### src/rtl/load_store_unit.sv
// load_store_unit: MEM-stage load/store initiator with sub-word read-modify-write stores.
// Define LSU_MISALIGN_TRAP_EN to trap misaligned requests; otherwise low address bits are forced aligned.
module load_store_unit (
  input  logic        clk,
  input  logic        rst_n,
  input  logic        req_valid,
  output logic        req_ready,
  input  logic        req_write,
  input  logic [1:0]  req_size,
  input  logic        req_signed,
  input  logic [31:0] req_addr,
  input  logic [31:0] req_wdata,
  output logic        resp_valid,
  output logic [31:0] resp_rdata,
  output logic        resp_err,
  output logic [31:0] mem_addr,
  output logic [31:0] mem_wdata,
  output logic        mem_read,
  output logic        mem_write,
  input  logic [31:0] mem_rdata
);
  typedef enum logic [2:0] {IDLE, RD, RD_WAIT, RMW_RD, RMW_MERGE, WR, ERR} state_t;
  state_t state, nxt;
  logic [31:0] addr_q, merge_q, a_al, lane, ld, mask, merged;
  logic [1:0]  size_q;
  logic        signed_q, accept;
  logic [4:0]  sh;
  assign accept = req_valid && req_ready;
`ifdef LSU_MISALIGN_TRAP_EN
  logic mis;
  assign mis = (req_size == 2'b01 && req_addr[0]) || (req_size[1] && req_addr[1:0] != 2'b00);
  assign a_al = req_addr;
`else
  assign a_al = req_size == 2'b00 ? req_addr :
                req_size == 2'b01 ? {req_addr[31:1], 1'b0} : {req_addr[31:2], 2'b00};
`endif
  // Aligned accesses make the byte shift cover half and word lanes too.
  assign sh     = {addr_q[1:0], 3'b000};
  assign lane   = mem_rdata >> sh;
  assign ld     = size_q == 2'b00 ? {{24{signed_q & lane[7]}}, lane[7:0]} :
                  size_q == 2'b01 ? {{16{signed_q & lane[15]}}, lane[15:0]} : mem_rdata;
  assign mask   = size_q == 2'b00 ? 32'h0000_00ff : 32'h0000_ffff;
  assign merged = (mem_rdata & ~(mask << sh)) | ((merge_q & mask) << sh);
  always_ff @(posedge clk or negedge rst_n)
    if (!rst_n) state <= IDLE;
    else state <= nxt;
  always_comb begin
    nxt = state;
    case (state)
      IDLE:      if (accept) nxt = !req_write ? RD : req_size[1] ? WR : RMW_RD;
      RD:        nxt = RD_WAIT;
      RMW_RD:    nxt = RMW_MERGE;
      RMW_MERGE: nxt = WR;
      default:   nxt = IDLE;
    endcase
`ifdef LSU_MISALIGN_TRAP_EN
    if (state == IDLE && accept && mis) nxt = ERR;
`endif
  end
  always_comb begin
    req_ready = state == IDLE;
    mem_read  = state == RD || state == RMW_RD;
    mem_write = state == WR;
  end
  assign mem_addr  = {addr_q[31:2], 2'b00};
  assign mem_wdata = merge_q;
  // merge_q holds the store data from accept and is overwritten with the merged word.
  always_ff @(posedge clk or negedge rst_n)
    if (!rst_n) begin
      addr_q     <= '0;
      merge_q    <= '0;
      size_q     <= '0;
      signed_q   <= 1'b0;
      resp_valid <= 1'b0;
      resp_rdata <= '0;
    end else begin
      resp_valid <= state == RD_WAIT || state == WR || state == ERR;
      if (state == RD_WAIT) resp_rdata <= ld;
      else if (state == WR || state == ERR) resp_rdata <= '0;
      if (accept) begin
        addr_q   <= a_al;
        merge_q  <= req_wdata;
        size_q   <= req_size;
        signed_q <= req_signed;
      end
      if (state == RMW_MERGE) merge_q <= merged;
    end
`ifdef LSU_MISALIGN_TRAP_EN
  always_ff @(posedge clk or negedge rst_n)
    if (!rst_n) resp_err <= 1'b0;
    else resp_err <= state == ERR;
`else
  assign resp_err = 1'b0;
`endif
endmodule

### config.mk
export PLATFORM = sky130hd
export DESIGN_NAME = load_store_unit
export DESIGN_NICKNAME = d
export VERILOG_FILES = /design/src/rtl/load_store_unit.sv
export SDC_FILE = /design/constraint.sdc
export NUM_CORES = 1
export LEC_CHECK = 0
export CAP_MARGIN = 20
export CORE_MARGIN = 2
export CORE_UTILIZATION = 35
export DETAILED_ROUTE_END_ITERATION = 6
export GPL_ROUTABILITY_DRIVEN = 0
export PLACE_DENSITY_LB_ADDON = 0.25
export SYNTH_ARGS = -nofsm -noshare
export SYNTH_HDL_FRONTEND = slang
export SYNTH_SLANG_ARGS = --single-unit
### constraint.sdc
create_clock -name clk -period 1.6 [get_ports clk]
set_input_delay 0.24 -clock clk [delete_from_list [all_inputs] [get_ports clk]]
set_output_delay 0.24 -clock clk [all_outputs]
set_load 0.02 [all_outputs]
==> results.ini, run 1 <==
[run_status]
status=finished, violations left
failed_checks=setup timing

[place]
io_buffers=200
dpl.cell_count=1016
pre_cts_ws_ns=-0.378
place_hpwl_um=14500

[synthesis]
ys_warn_count=0
yosysSeqAreaShare=0.460
ys_seq_elements=103
netlist-cell-type-count=49
ys.flop_type=dfrtp_1
synthesis.area_mm2=0.00561
synthArstFlopShare=1.00
avgSynthCellArea_um2=9.23
syn_inst=608
synth_edf_count=0

[timing]
finalMaxSlewViolations=0
fmax_mhz=582
finalCritPeriodShare=1.07
setup_slack_ns=-0.119
rsz0062_at_grt=true
hold_viol=0
clock_skew_ns=0.00797
setup_viol_count_final=77
layout_min_cycle_time_ns=1.72

[die]
die_y_um=131
start_util=0.356
rows=46
coreArea_mm2=0.0158
die_w_um=131
io_pins=204
fp.dieArea_mm2=0.0171

[worst_setup_path]
cp_slowest_cell=dfrtp_2
cp_max_fo=16
r2r_cells=5
r2r_end=resp_rdata[17]$_DFFE_PN0P_
worstSetupPathType=flop to flop
cp-start-kind=flop
path_buf_inv=1
slowest_delay_ns=0.46
path_cells=mux2_4 > a221oi_4 > a211oi_4 > buf_12 > a221o_1
cp_top_family=compound AO/OA/AOI/OAI gates
cp.arrival_ns=1.95
r2r_slack_ns=-0.12
timing.rr.start=addr_q[0]$_DFFE_PN0P_
crit_required_ns=1.83
end_kind=flop

[power_and_ir_drop]
power_frac_comb=0.616
p_sw_frac=0.432
pwr-share-seq=0.265
power_density_mw_per_mm2=1980
vdd_drop_max_uv=811
clock_power_share=0.119
p_int_mw=10.0
leakage_nw=4.37
power_switching_mw=7.63

[layout]
layout-drive-gt1-share=0.213
layout_commonest_cell=nand2_1
final_cells=1042
antenna_cells=0
final_cell_mix=nand2_1, clkdlybuf4s50_1, dfrtp_1
nets=924
area_growth_pct=59.2

[clock_tree]
clockBufferDepth=2
cts-root-buf=clkbuf_16
cts.sinks=103
h-tree-depth=3
path_clk_slew_ns=0.07
cts_made_buffers=9
cts_tree=yes
clk_latency_ns=0.35

[global_route]
track_usage=0.229
gr-usage-met3=0.0415
grt_use_met1=0.301
grt_overflow_total=0
grt.busiest_layer=met2
antenna_found_initial=0
first_global_vias=5490
grt_pass1_wl_um=29900
grt_max_degree=40
met2_usage=0.392

[drt]
wl_per_cell_um=18.6
vias_per_cell=5.11
vias=5320
drt_iter0_markers=432
drc=0
wirelength_um=19300
firstDrtPassIters=5
ant_nets=0

[run]
max_cap_viol_count=0

[hold_path]
hold_path_class=input port to async pin

## worst max path at each step
stage                               start                    endpoint  slack (ns)  cells past startpoint
global placement            mem_rdata[23]  resp_rdata[26]$_DFFE_PN0P_       -0.37                      5
floorplan            state[0]$_DFFE_PN0P_       addr_q[0]$_DFFE_PN0P_       -0.02                      7
CTS                 addr_q[0]$_DFFE_PN0P_  resp_rdata[17]$_DFFE_PN0P_       -0.12                      5
global route         state[0]$_DFFE_PN0P_    mem_wdata[1]$_DFFE_PN0P_       -0.17                      6
detailed placement          mem_rdata[23]  resp_rdata[17]$_DFFE_PN0P_       -0.38                      5
finish              addr_q[0]$_DFFE_PN0P_  resp_rdata[17]$_DFFE_PN0P_       -0.12                      5
## per-stage QoR
stage	total power, mW	area (um^2)	TNS (ns)	utilization	hold slack, ns
6_report	17.7	8930	-4.14	0.566	0.383
5_1_grt	18.8	8930	-9.69	0.566	0.411
4_1_cts	17.4	8630	-4.06	0.547	0.391
3_5_place_dp	14.5	7990	-22.01	0.506	0.227
3_3_place_gp	14.3	7990	-21.36	0.506	0.219
2_1_floorplan	10.5	5650	-0.763	-	-0.0556
## layout make-up
| cell class | count | area, um^2 |
|---|---|---|
| sequential | 103 | 2580 |
| multi-input combinational | 420 | 2810 |
| clock buffer | 11 | 253 |
| inverter | 11 | 41.3 |
| fill | 1394 | 6840 |
| timing repair buffer | 276 | 2940 |
| clock inverter | 5 | 32.5 |
| tap | 216 | 270 |
## power by group through the flow
stage	Clock (mW)	Combinational, mW	Sequential, mW
after CTS	2.16	10.5	4.68
after detailed placement	0	9.85	4.68
after floorplan	0	5.23	5.28
final	2.10	10.9	4.68
after global routing	2.28	11.7	4.83
after global placement	0	9.65	4.65
## state kept, by name, summed over array words and instances (netlist names)
| name | cells |
|---|---|
| resp_valid | 1 |
| resp_rdata | 32 |
| mem_wdata | 32 |
| signed_q | 1 |
| addr_q | 32 |
| state | 3 |
| size_q | 2 |
## kinds of logic (layout without fill, tap and decap cells)
group	after synthesis	after routing	share of synthesized area
and+or+nand+nor	227	227	0.179
AOI/OAI and AO/OA	155	155	0.194
DFF	103	103	0.460
buffers and inverters	87	303	0.0984
muxes	35	35	0.0685
other	1	3	0.000669
## synthesized netlist by cell type (2+ instances only)
cell | number | share of area
inv_1 | 10 | 0.0067
o221ai_1 | 8 | 0.012
a22o_1 | 5 | 0.0078
a21boi_0 | 6 | 0.0080
nor2b_1 | 3 | 0.0033
buf_4 | 35 | 0.047
buf_2 | 21 | 0.019
o21ai_0 | 39 | 0.035
nor3_1 | 2 | 0.0018
nor3b_2 | 2 | 0.0045
a221oi_1 | 11 | 0.017
dfrtp_1 | 103 | 0.46
a21oi_1 | 20 | 0.018
o31ai_1 | 2 | 0.0027
o21ai_1 | 4 | 0.0036
nand2b_1 | 15 | 0.017
nand3_1 | 5 | 0.0045
clkbuf_1 | 10 | 0.0067
mux2i_1 | 22 | 0.039
a32oi_1 | 5 | 0.0078
a22oi_1 | 8 | 0.011
nand2_1 | 160 | 0.11
a31oi_1 | 10 | 0.011
o22ai_1 | 10 | 0.011
o211ai_1 | 2 | 0.0027
a2bb2oi_1 | 3 | 0.0047
mux2_2 | 10 | 0.020
and3_1 | 6 | 0.0067
nor3b_1 | 2 | 0.0027
a221o_1 | 17 | 0.030
nor2_1 | 24 | 0.016
o31a_1 | 2 | 0.0031
and3b_1 | 2 | 0.0031
buf_6 | 9 | 0.018
## what timing repair did
| item | 4_1_cts | 5_1_grt |
|---|---|---|
| endpoints found under the hold margin | 30 | 0 |
| gates cloned | 2 | 0 |
| endpoints found under the setup margin | 105 | 144 |
| pin swaps | 6 | 18 |
| setup buffers | 7 | 2 |
| hold buffers | 1 | 0 |
| resized for setup | 99 | 97 |
## routing by layer
layer,vias up,part of all wire
met5,-,0
met4,0,0.014
met3,23,0.055
met2,167,0.50
met1,2602,0.43
li1,2528,-
## worst reg2reg max path, cell delays in order, from the launching register on
cell and delay, ns:
dfrtp_2 0.46, mux2_4 0.33, a221oi_4 0.31, a211oi_4 0.07, buf_12 0.16, a221o_1 0.27
(Power assumes the default switching activity.)
==> run 2: changes to the inputs <==
REMOVE_ABC_BUFFERS = 1   (was default)
==> run 2 against run 1 <==
Effect of this change:
- the run still ends with setup timing left
- setup slack gained 0.0062 ns
- die area did not move
- sequential cell count unchanged
- routed wire length is 5.3% higher
- clock skew is 0.0014 ns higher
- register-to-register slack is essentially flat
- power increased by 3.8%
- combinational power about the same
- critical path type unchanged
- hold slack lost 0.16 ns
- first-iteration DRC count is 11% lower
- cell area rose by 1.2%
- highest routed layer unchanged
==> results.ini, run 2 (synthesis results as in run 1) <==
[run_status]
status=finished, violations left
failed_checks=setup timing

[place]
pre_cts_ws_ns=-0.376  ; +0.00204 ns
io_buffers=200  ; unchanged
placed_cell_area_mm2=0.00793  ; -0.64%
place_hpwl_um=14300  ; -1.6%
dpl.cell_count=1012  ; -0.39%

[timing]
layout_min_cycle_time_ns=1.71  ; -0.00618 ns
rsz0062_at_grt=true
setup_tns_ns=-4.67  ; -0.529 ns
finalCritPeriodShare=1.07  ; -0.00387
hold_viol=0  ; unchanged
finalMaxSlewViolations=0  ; unchanged
clock_skew_ns=0.00935  ; +0.00138 ns
fin_worst_hold_slack_ns=0.222  ; -0.162 ns
setup_slack_ns=-0.113  ; +0.00618 ns
setup_viol_count_final=79  ; +2.6%
fmax_mhz=584  ; +0.36%

[layout]
seq_area_mm2=0.00258  ; unchanged
antenna_cells=0  ; unchanged
multi_input_area_mm2=0.00282  ; +0.18%
area_growth_pct=61.2
final_cell_area_mm2=0.00904  ; +1.2%
fillers=1375  ; -1.4%
layout-drive-gt1-share=0.235  ; +0.0217
final_cell_mix=nand2_1, clkdlybuf4s50_1, dfrtp_1
nets=939  ; +1.6%
layout_commonest_cell=nand2_1
final_cells=1055  ; +1.2%

[drt]
vias_per_cell=5.19  ; +1.6%
wirelength_um=20400  ; +5.3%
wl_per_cell_um=19.3  ; +4.0%
drt_iter0_markers=384  ; -11%
ant_nets=0  ; unchanged
drc=0  ; unchanged
vias=5473  ; +2.9%
firstDrtPassIters=5  ; unchanged

[worst_setup_path]
worstSetupPathType=flop to flop
cp-start-kind=flop
path_cells=mux2_4 > a221oi_4 > a211oi_4 > buf_12 > a221o_1
cp_slowest_cell=dfrtp_2
end_kind=flop
cp.arrival_ns=1.94  ; about the same
r2r_end=resp_rdata[19]$_DFFE_PN0P_
cp_max_fo=16  ; unchanged
crit_required_ns=1.83  ; about the same
r2r_cells=5  ; unchanged
timing.rr.start=addr_q[0]$_DFFE_PN0P_
r2r_slack_ns=-0.11  ; about the same
slowest_delay_ns=0.47  ; about the same

[global_route]
grt_pass1_wl_um=29700  ; -0.58%
grt_overflow_total=0  ; unchanged
grt_max_degree=50  ; +25%
track_usage=0.229  ; +0.000246
first_global_vias=5481  ; -0.16%
antenna_found_initial=0  ; unchanged

[power_and_ir_drop]
leakage_nw=4.34  ; -0.68%
power_density_mw_per_mm2=2030  ; +2.5%
vdd_drop_max_uv=857  ; +5.7%

[clock_tree]
cts-root-buf=clkbuf_16
clk_latency_ns=0.35  ; about the same
cts.sinks=103  ; unchanged
clockBufferDepth=2  ; unchanged
cts_made_buffers=9  ; unchanged
path_clk_slew_ns=0.07  ; about the same
h-tree-depth=3  ; unchanged
cts_tree=yes

[run]
max_cap_viol_count=0  ; unchanged

[die]
io_pins=204  ; unchanged
coreArea_mm2=0.0158  ; unchanged
rows=46  ; unchanged
fp.dieArea_mm2=0.0171  ; unchanged
die_w_um=131  ; unchanged
die_y_um=131  ; unchanged
start_util=0.356  ; unchanged

[hold_path]
hold_path_class=input port to async pin

## run 2: metal layers
metal  share of wire  up-vias  routed length [um]  global-route usage
li1                -     2560                   -                   -
met1            0.40     2638                8200               0.283
met2            0.49      235                9970               0.385
met3           0.074       40                1500              0.0529
met4           0.033        0                 676               0.101
met5               0        -                   0                   0
## run 2: layout make-up
cell class	count	area share
Clock inverter	3	0.00761
Tap cell	216	0.0299
Timing Repair Buffer	291	0.334
Clock buffer	11	0.0268
Inverter	11	0.00457
Sequential cell	103	0.285
Multi-Input combinational cell	420	0.312
## run 2: how the worst max path moves through the flow
stage | from | end | slack [ns]
final | addr_q[0]$_DFFE_PN0P_ | resp_rdata[19]$_DFFE_PN0P_ | -0.11
after global routing | addr_q[0]$_DFFE_PN0P_ | resp_rdata[26]$_DFFE_PN0P_ | -0.15
after CTS | addr_q[0]$_DFFE_PN0P_ | resp_rdata[19]$_DFFE_PN0P_ | -0.1
after detailed placement | mem_rdata[15] | resp_rdata[19]$_DFFE_PN0P_ | -0.38
after global placement | mem_rdata[23] | resp_rdata[29]$_DFFE_PN0P_ | -0.28
after floorplan | state[2]$_DFFE_PN0P_ | mem_wdata[24]$_DFFE_PN0P_ | -1.33
## run 2: through the flow
stage	power, mW	utilization
global route	19.4	0.573
finish	18.3	0.573
detailed placement	14.5	0.503
floorplan	9.53	-
global placement	14.2	0.503
CTS	17.5	0.543
## run 2: power by group
group	total [mW]	internal, mW	switching (mW)
clock	2.39	1.40	0.987
combinational	11.2	5.31	5.93
sequential	4.71	3.80	0.912
## run 2: critical path: cells and delay by family, from the launching register on
kind	cells	cell delay, ns
buffers and inverters	1	0.16
DFF	1	0.47
AOI/OAI and AO/OA	3	0.61
muxes	1	0.33
## run 2: repair_timing
item / CTS / global route
endpoints found under the setup margin: 105 / 135
pin swaps: 8 / 21
buffers inserted: 15 / 9
endpoints found under the hold margin: 103 / 0
gates cloned: 2 / 3
gates resized for setup: 84 / 110
hold buffers: 1 / 0
==> run 3: changes to the inputs <==
REMOVE_ABC_BUFFERS = default   (was 1)
==> results of run 3 <==
The final DEF is identical to that of run 1; final timing and power are the same.
